$ cat src/rtl/cpu_pkg.sv
// Shared definitions for the 10-bit CPU fetch path:
// opcodes, fetch-unit mode codes and the fetch sequencer state encoding.
package cpu_pkg;

  localparam logic [3:0] OPC_JMP  = 4'b1100;
  localparam logic [3:0] OPC_JAL  = 4'b1101;
  localparam logic [3:0] OPC_JR   = 4'b1110;
  localparam logic [3:0] OPC_HALT = 4'b1111;

  localparam logic [1:0] FC_NORMAL = 2'b00;
  localparam logic [1:0] FC_JUMP   = 2'b01;
  localparam logic [1:0] FC_RETURN = 2'b10;
  localparam logic [1:0] FC_HOLD   = 2'b11;

  typedef enum logic [1:0] {
    ST_FETCH  = 2'b00,
    ST_DECODE = 2'b01,
    ST_EXEC   = 2'b10,
    ST_HALT   = 2'b11
  } state_t;

endpackage

$ cat src/rtl/adder_10bits.sv
// 10-bit ripple adder with carry in/out.
// Ports: a, b (addends), cin -> sum, cout.
module adder_10bits (
  input  logic [9:0] a,
  input  logic [9:0] b,
  input  logic       cin,
  output logic [9:0] sum,
  output logic       cout
);

  assign {cout, sum} = {1'b0, a} + {1'b0, b} + {10'd0, cin};

endmodule

$ cat src/rtl/fetch_ctrl.sv
// Fetch sequencer: FETCH -> DECODE -> EXEC, HALT on the halt opcode.
// Ports: clk, reset (sync, high); instr, imem_ready, stall, pcval in;
// fetch_control, ir, ir_valid, ra_we, ra_wdata, halted, retired out.
module fetch_ctrl
  import cpu_pkg::*;
#(
  parameter logic [3:0] OPC_JMP  = 4'b1100,
  parameter logic [3:0] OPC_JAL  = 4'b1101,
  parameter logic [3:0] OPC_JR   = 4'b1110,
  parameter logic [3:0] OPC_HALT = 4'b1111
) (
  input  logic        clk,
  input  logic        reset,
  input  logic [9:0]  instr,
  input  logic        imem_ready,
  input  logic        stall,
  input  logic [9:0]  pcval,
  output logic [1:0]  fetch_control,
  output logic [9:0]  ir,
  output logic        ir_valid,
  output logic        ra_we,
  output logic [9:0]  ra_wdata,
  output logic        halted,
  output logic [15:0] retired
);

  state_t     state;
  state_t     state_nxt;
  logic [3:0] opc;
  logic       capture;
  logic       carry_unused;

  assign opc     = ir[9:6];
  assign capture = (state == ST_FETCH) && imem_ready;

  always_ff @(posedge clk) begin
    if (reset) begin
      state <= ST_FETCH;
    end else begin
      state <= state_nxt;
    end
  end

  // ir_valid is set only on the FETCH->DECODE edge, so a
  // stalled DECODE never repeats the pulse.
  always_ff @(posedge clk) begin
    if (reset) begin
      ir       <= 10'h000;
      ir_valid <= 1'b0;
      retired  <= 16'h0000;
    end else begin
      ir_valid <= capture;
      if (capture) begin
        ir <= instr;
      end
      if (state == ST_EXEC) begin
        retired <= retired + 16'd1;
      end
    end
  end

  always_comb begin
    state_nxt = state;
    unique case (state)
      ST_FETCH:  if (imem_ready) state_nxt = ST_DECODE;
      ST_DECODE: if (!stall) state_nxt = ST_EXEC;
      ST_EXEC: begin
        if (opc == OPC_HALT) state_nxt = ST_HALT;
        else state_nxt = ST_FETCH;
      end
      ST_HALT:   state_nxt = ST_HALT;
      default:   state_nxt = ST_FETCH;
    endcase
  end

  always_comb begin
    fetch_control = FC_HOLD;
    ra_we         = 1'b0;
    halted        = 1'b0;
    unique case (state)
      ST_EXEC: begin
        if (opc == OPC_JMP) begin
          fetch_control = FC_JUMP;
        end else if (opc == OPC_JAL) begin
          fetch_control = FC_JUMP;
          ra_we         = 1'b1;
        end else if (opc == OPC_JR) begin
          fetch_control = FC_RETURN;
        end else if (opc == OPC_HALT) begin
          fetch_control = FC_HOLD;
        end else begin
          fetch_control = FC_NORMAL;
        end
      end
      ST_HALT: halted = 1'b1;
      default: fetch_control = FC_HOLD;
    endcase
  end

  adder_10bits u_ra_add (
    .a    (pcval),
    .b    (10'd1),
    .cin  (1'b0),
    .sum  (ra_wdata),
    .cout (carry_unused)
  );

endmodule

$ cat config.mk
export PLATFORM = sky130hd
export DESIGN_NAME = fetch_ctrl
export DESIGN_NICKNAME = d
export VERILOG_FILES = /design/src/rtl/cpu_pkg.sv /design/src/rtl/adder_10bits.sv /design/src/rtl/fetch_ctrl.sv
export SDC_FILE = /design/constraint.sdc
export NUM_CORES = 1
export LEC_CHECK = 0
export BUFFER_PORTS_ARGS = -buffer_cell sky130_fd_sc_hd__buf_2
export CAP_MARGIN = 5
export CORE_ASPECT_RATIO = 1.2
export CORE_MARGIN = 1
export CORE_UTILIZATION = 49
export CTS_CLUSTER_DIAMETER = 80
export DETAILED_ROUTE_END_ITERATION = 6
export PLACE_DENSITY = 0.89
export SETUP_SLACK_MARGIN = 0.02
export SLEW_MARGIN = 10
export SYNTH_ARGS = -nofsm -noshare
export SYNTH_HDL_FRONTEND = slang
export SYNTH_SLANG_ARGS = --single-unit
$ cat constraint.sdc
create_clock -name clk -period 3.9 [get_ports clk]
set_clock_uncertainty 0.15 [all_clocks]
set_input_delay 0.78 -clock clk [delete_from_list [all_inputs] [get_ports clk]]
set_output_delay 0.78 -clock clk [all_outputs]
set_load 0.01 [all_outputs]
## Yosys cells after proc, flatten, opt, wreduce, memory -nomap -nowiden

Cells that the tools add are included.
W data, S select, Z words.

- Register bits: 29
- Input bits: 24
- Output and inout bits: 41
- Word-level logic and storage cells: 30

- Add/sub/neg operators: 2
- Equal/unequal tests: 9
- Muxes and demuxes: 12
- Reduce and logical (&&, ||, !) cells: 3

Operators with widths:

| kind | number |
|---|---|
| $add A16 B1 Y16 const B | 1 |
| $eq A4 B4 Y1 const B | 4 |
| $mux W2 | 7 |
| $add A10 B1 Y10 const B | 1 |
| $pmux W2 S4 | 1 |
| $eq A2 B2 Y1 const B | 2 |
| $mux W1 | 4 |
| $ne A2 B2 Y1 const B | 2 |
| $eq A2 B1 Y1 const B | 1 |
| $logic_not A2 Y1 | 1 |
| $reduce_and A2 Y1 | 1 |
| $logic_and A1 B1 Y1 | 1 |

## Logic depth before layout (Yosys ltp)

Gate-level depths: netlist of run 1.

- Word-level depth: 6
- Depth in mapped cells: 5
- Gate-level depth less buffers: 5

## By module

From an unflattened synthesis of run 1, not the netlist that was laid out.

- Cell total of the unflattened synthesis: 204
- Area, all modules: 1666.6 µm²

Modules (own cells, without submodules):

| module | times used | cells an instance | area an instance (µm²) | seq. area each (µm²) |
|---|---|---|---|---|
| fetch_ctrl | 1 | 150 | 1229.9 | 580.6 |
| adder_10bits | 1 | 54 | 436.7 | 0.0 |

## Worst setup path before layout of run 1

Ideal clock, no wire load.

- Path kind: input-to-output
- Start point: input port pcval[5]
- End point: output port ra_wdata[9]
- Arrival time: 1.542 ns
- Required time: 2.970 ns
- Setup slack: 1.428 ns
- Cell stages on the path: 4
- Buffers on the path: 0
- Cells stage by stage: and4_1 and4_1 nand3_1 xnor2_1

- Cells in the longest elaborated chain, start to end: 1

Ends and longest elaborated chain:

| item | RTL line | text |
|---|---|---|
| from (decl) | fetch_ctrl.sv:17 | `input logic [9:0] pcval,` |
| $add A10 B1 Y10 | adder_10bits.sv:11 | `assign {cout, sum} = {1'b0, a} + {1'b0, b} + {10'd0, cin};` |
| to (decl) | fetch_ctrl.sv:22 | `output logic [9:0] ra_wdata,` |

Every way passes these cells.

## Final worst setup path of run 1

- Start point: input port pcval[3]
- End point: output port ra_wdata[9]

The elaborated chain is that of the path after synthesis.

==> flow_metrics.py, run 1 <==
metrics = {
    "critical_path": {
        "worstSetupPathType": "primary input to output port",
        "cp-end-kind": "output port",
        "critPathRequiredTime_ps": 2970,
        "crit_family": "simple AND/OR/NAND/NOR gates",
        "cp_num_buf_inv": 2,
        "crit_chain": "buf_2 -> and4_1 -> and4_1 -> nand3_1 -> xnor2_1 -> buf_2",
        "slowest_stage": "and4_1",
        "cp_max_fo": 4,
        "start_kind": "primary input",
        "worstPathArrival_ps": 1720,
        "slowest_delay_ps": 230,
    },
    "clock_network": {
        "root_buffer": "clkbuf_4",
        "holdBufCountCts": 0,
        "post_cts_resized": 0,
        "htree_levels": 2,
        "clk_pin_slew_ps": 80,
        "clock-sinks": 29,
        "insertion_delay_ps": 320,
        "cts_buffers": 5,
        "post_cts_buffers": 0,
        "clockBufferDepth": 2,
        "cts_tree": "done",
    },
    "yosys": {
        "ys_top_cells_by_area": "dfxtp_1 43%, nand2_1 8.3%, xnor2_1 7.7%, a21oi_1 5.2%, xor2_1 5.2%",
        "synth_edf_count": 0,
        "synth_xor_area_share_pct": 12.9,
        "yosysSeqAreaShare_pct": 42.7,
        "synth_nets": 190,
        "synthArstFlopShare_pct": 0,
        "yosys_most_used_dff": "dfxtp_1",
        "synth_top_family_by_area": "simple AND/OR/NAND/NOR gates",
        "synthTopCellsByCount": "30 x nand2_1, 29 x dfxtp_1, 17 x nor2_1",
        "ys_types": 32,
        "synth_area_um2": 1360,
        "synth.most_common_cell": "nand2_1",
        "yosys-mux-area-fraction_pct": 0.736,
        "synthSimpleGateAreaFrac_pct": 30.9,
        "synth.avg_cell_area_um2": 8.29,
        "ys_ff_latch": 29,
        "synthAdderAreaFrac_pct": 1.84,
        "synth_top_area_cell": "dfxtp_1",
        "synth_cells": 164,
        "yosys.area.top_type_share_pct": 42.7,
        "ys_warn_count": 0,
        "synth_compound_area_share_pct": 8.37,
    },
    "power_and_ir_drop": {
        "internal-power_mw": 0.408,
        "pwr_density_cell_nw_per_um2": 315,
        "finalPower_mw": 0.551,
        "p_clk_share_pct": 30.4,
        "power_frac_comb_pct": 13.0,
        "p_switching_mw": 0.143,
        "leakage_nw": 0.818,
        "irDropWorstVdd_mv": 0.258,
        "switching_share_pct": 25.9,
        "seqPwrFrac_pct": 56.6,
    },
    "finish": {
        "fin_cells": 263,
        "syn_to_final_growth_pct": 28.4,
        "n_antenna_cell": 0,
        "drive_gt1_share_pct": 32.2,
        "fin_nets": 255,
        "stdcell_area_um2": 1750,
    },
    "run": {
        "drv_cap": 0,
    },
    "drt": {
        "drtPass1Iterations": 4,
        "ant_nets": 0,
        "wl_per_cell_um": 11.2,
        "viasPerCell": 5.14,
        "drt_iter0_markers": 33,
        "drc": 0,
        "route.vias.total": 1351,
        "drt_wl_total_mm": 2.96,
    },
    "timing": {
        "tns_ps": 0,
        "finalSetupViolCount": 0,
        "rsz0062_at_grt": "no",
        "hold_viol": 0,
        "period_share_pct": 67.9,
        "drv_slew": 0,
        "tightest_slew_ps": 522,
        "min_period_ps": 2650,
        "fmax_mhz": 378,
        "slew_headroom_pct": 65.2,
    },
    "floorplan": {
        "num_rows": 20,
        "die_x_um": 50.1,
        "dieHeight_um": 59.7,
        "start_util_pct": 52.8,
        "design.portCount": 65,
        "core_area_um2": 2580,
        "die_area_um2": 2990,
    },
    "grt": {
        "grt_start_max_net_pins": 30,
        "grt_pass1_vias": 1135,
        "grtUsageTotal_pct": 20.9,
        "grt_overflow_total": 0,
        "antenna_found_initial": 0,
        "grt_first_pass_wirelength_mm": 4.66,
    },
    "place": {
        "placed_cell_area_um2": 1700,
        "port_buffers": 64,
        "dp.final_hpwl_mm": 2.20,
        "place_congestion": 0.723,
        "placedCellCount": 255,
    },
    "hold_path": {
        "hold_class": "flip-flop to flip-flop",
    },
    "status": {
        "status": "complete, no violations",
    },
}
-- layer usage --
metal | part of all wire [%] | vias to the layer above | track usage [%] | wire, um
li1 | - | 692 | - | -
met1 | 44 | 607 | 22.9 | 1300
met2 | 49 | 44 | 36.6 | 1440
met3 | 6.0 | 8 | 7.12 | 178
met4 | 1.5 | 0 | 8.57 | 44
met5 | 0 | - | 0 | 0
-- sequential cells by signal (all words and copies together), names as in the netlist --
name and flops:
ir 10, state 2, ir_valid 1, retired 16
-- layout make-up --
type | count | area [um^2]
multi-input combinational | 126 | 744
timing repair buffer | 64 | 320
clock buffer | 8 | 48.8
sequential | 29 | 581
fill | 235 | 831
inverter | 3 | 11.3
tap | 33 | 41.3
-- cell usage in the layout (no fill, tap or decap) --
| master | n |
|---|---|
| buf_2 | 64 |
| nand2_1 | 30 |
| dfxtp_1 | 29 |
| nor2_1 | 17 |
| a21oi_1 | 14 |
| xnor2_1 | 12 |
| xor2_1 | 8 |
| nand3_1 | 6 |
| o21ai_0 | 6 |
| nand4_1 | 6 |
| clkbuf_4 | 5 |
| and4_1 | 3 |
| inv_1 | 3 |
| nor3_1 | 3 |
| clkbuf_1 | 3 |
| and2_1 | 2 |
| or3_1 | 2 |
| nor4_1 | 2 |
| ha_1 | 2 |
| and3_1 | 1 |
| nor2b_1 | 1 |
| and4b_1 | 1 |
| and4_4 | 1 |
| nand4_2 | 1 |
| nand3b_4 | 1 |
| or2_4 | 1 |
| or2_2 | 1 |
| o31ai_1 | 1 |
| or4_1 | 1 |
| nand4b_1 | 1 |
| mux2i_1 | 1 |
| a31oi_1 | 1 |
-- logic make-up (layout without fill, tap and decap cells) --
group / count (synthesis) / after routing
XOR/XNOR: 20 / 20
flip-flops: 29 / 29
AO/OA/AOI/OAI: 22 / 22
adder cells (fa/ha/maj): 2 / 2
buffers and inverters: 9 / 75
multiplexers: 1 / 1
AND/OR/NAND/NOR: 81 / 81
-- path summary, 6_finish.rpt --
| kind | startpoint | endpoint | slack, ps | cells past startpoint |
|---|---|---|---|---|
| worst max-delay path | pcval[3] | ra_wdata[9] | 1250 | 6 |
| worst min-delay path | ir[1] | ir[1] | 310 | 2 |
| worst max register to register | retired[3] | retired[15] | 2130 | 4 |
| worst min register to register | ir[1] | ir[1] | 310 | 2 |
-- metrics by stage --
| stage | setup slack (ps) | hold slack [ps] | util, % |
|---|---|---|---|
| after floorplan | 1430 | 331 | - |
| after global placement | 1270 | 290 | 65.9 |
| after detailed placement | 1250 | 298 | 65.9 |
| after CTS | 1250 | 311 | 67.8 |
| after global routing | 1170 | 330 | 67.8 |
| final | 1250 | 309 | 67.8 |
-- power by group through the flow --
| stage | registers (mW) | logic (mW) | clock network [mW] |
|---|---|---|---|
| detailed placement | 0.319 | 0.0716 | 0 |
| CTS | 0.312 | 0.0718 | 0.174 |
| global placement | 0.319 | 0.0703 | 0 |
| floorplan | 0.322 | 0.0349 | 0 |
| finish | 0.312 | 0.0713 | 0.168 |
| global route | 0.314 | 0.0784 | 0.184 |
-- tightest hold or removal path, delay by kind of cell, from the launching register on --
kind / cells / cell delay, ps
flops: 1 / 310
simple gates: 1 / 50
compound gates: 1 / 50
Power figures use the tool's default switching activity.
==> run 2, diff against run 1 <==
Settings changed: CORE_UTILIZATION 49 to 45, PLACE_DENSITY 0.89 to 0.83.
Clock period 3.9 ns to 2.5 ns, I/O delays scaled along.
==> run 2 against run 1 <==
Register-to-register slack got worse by 1400 ps. Sequential share of layout area fell by 0.19 points. Core utilization fell by 5.9 points. First-iteration DRC count fell by 58%. Non-clock buffer count did not move. Cell area rose by 0.57%. Critical endpoint is now ra_we.
==> flow_metrics.py, run 2 (synthesis gave the netlist of run 1 again) <==
metrics = {
    "floorplan": {
        "num_rows": 21,
        "core_area_um2": 2840,
        "start_util_pct": 47.9,
        "die_x_um": 52.2,
        "design.portCount": 65,
        "die_area_um2": 3250,
        "dieHeight_um": 62.2,
    },
    "critical_path": {
        "cp-end-kind": "output port",
        "critPathRequiredTime_ps": 1850,
        "crit_family": "simple AND/OR/NAND/NOR gates",
        "cp_max_fo": 8,
        "cp_num_buf_inv": 1,
        "worstPathArrival_ps": 1560,
        "crit_chain": "nor2b_2 -> nand4_1 -> nor2_1 -> buf_2",
        "slowest_delay_ps": 500,
        "slowest_stage": "dfxtp_1",
        "start_kind": "flip-flop",
        "worstSetupPathType": "flip-flop to output port",
    },
    "timing": {
        "fmax_mhz": 452,
        "tns_ps": 0,
        "tightest_slew_ps": 522,
        "rsz0062_at_grt": "no",
        "finalSetupViolCount": 0,
        "drv_slew": 0,
        "whs_ps": 240,
        "min_period_ps": 2210,
        "slew_headroom_pct": 65.2,
        "hold_viol": 0,
        "period_share_pct": 88.5,
    },
    "clock_network": {
        "clockBufferDepth": 2,
        "clk_pin_slew_ps": 100,
        "cts_tree": "done",
        "post_cts_buffers": 0,
        "cts_buffers": 5,
        "htree_levels": 2,
        "root_buffer": "clkbuf_4",
        "clock-sinks": 29,
        "insertion_delay_ps": 330,
    },
    "power_and_ir_drop": {
        "irDropWorstVdd_mv": 0.365,
        "leakage_nw": 0.823,
        "finalPower_mw": 0.876,
        "pwr_density_cell_nw_per_um2": 499,
    },
    "grt": {
        "grt_first_pass_wirelength_mm": 4.82,
        "grt_overflow_total": 0,
        "grt_start_max_net_pins": 30,
        "grtUsageTotal_pct": 19.6,
        "grt_pass1_vias": 1219,
        "antenna_found_initial": 0,
    },
    "drt": {
        "ant_nets": 0,
        "viasPerCell": 5.10,
        "drc": 0,
        "drt_iter0_markers": 14,
        "drtPass1Iterations": 4,
        "drt_wl_total_mm": 2.98,
        "wl_per_cell_um": 11.3,
        "route.vias.total": 1347,
    },
    "place": {
        "dp.final_hpwl_mm": 2.16,
        "port_buffers": 64,
        "place_congestion": 0.683,
    },
    "finish": {
        "largest_reg_flops": 16,
        "layout_common_cells": "64 x buf_2, 30 x nand2_1, 29 x dfxtp_1",
        "reg_top3": "retired (16), ir (10), state (2)",
        "drive_gt1_share_pct": 33.9,
        "largest-register": "retired",
        "fin_nets": 255,
        "syn_to_final_growth_pct": 29.2,
        "final_common_cell": "buf_2",
        "n_antenna_cell": 0,
    },
    "run": {
        "drv_cap": 0,
    },
    "hold_path": {
        "hold_class": "primary input to flip-flop",
    },
    "status": {
        "status": "complete, no violations",
    },
}
## run 2: worst register-to-register path, delay by kind of cell, from the launching register on
kind	cells	cell delay, ps
flops	1	460
compound gates	1	140
simple gates	3	960
## run 2: layer usage
metal	global-route usage (%)	vias to the layer above	wire length, um
li1	-	688	-
met1	21.2	599	1310
met2	32.7	54	1390
met3	6.86	6	228
met4	10.2	0	56
met5	0	-	0
## run 2: final timing paths
| check | from | to | slack (ps) | cells after the start |
|---|---|---|---|---|
| worst max-delay path | state[1] | ra_we | 290 | 4 |
| worst min-delay path | instr[8] | ir[8] | 240 | 3 |
| worst max register to register | retired[3] | retired[15] | 730 | 4 |
| worst min register to register | ir[2] | ir[2] | 310 | 2 |
## run 2: metrics by stage
stage	instance area (um^2)	std cells	setup slack, ps	util, %
final	1760	264	287	61.9
after global routing	1760	264	137	61.9
after CTS	1750	264	165	61.8
after detailed placement	1700	256	398	59.9
after global placement	1700	256	431	59.9
after floorplan	1360	164	588	-
## run 2: repair_timing
action	in CTS	in global routing
hold buffers	0	0
gates resized for setup	0	1
hold endpoints to repair	0	0
endpoints found under the setup margin	0	1
## run 2: where the power goes
part,internal (mW),switching (mW),leakage (nW)
registers,0.476,0.0110,0.236
logic,0.0492,0.0627,0.556
clock network,0.106,0.172,0.0310
total,0.631,0.245,0.823
## run 2: area by class of cell
| class | instances | area, um^2 |
|---|---|---|
| clock buffers | 5 | 37.5 |
| multi-input cells | 126 | 747 |
| clock inverters | 3 | 17.5 |
| flip-flops and latches | 29 | 581 |
| inverters | 3 | 11.3 |
| repair buffers | 64 | 320 |
| well taps | 34 | 42.5 |
| fillers | 278 | 1080 |
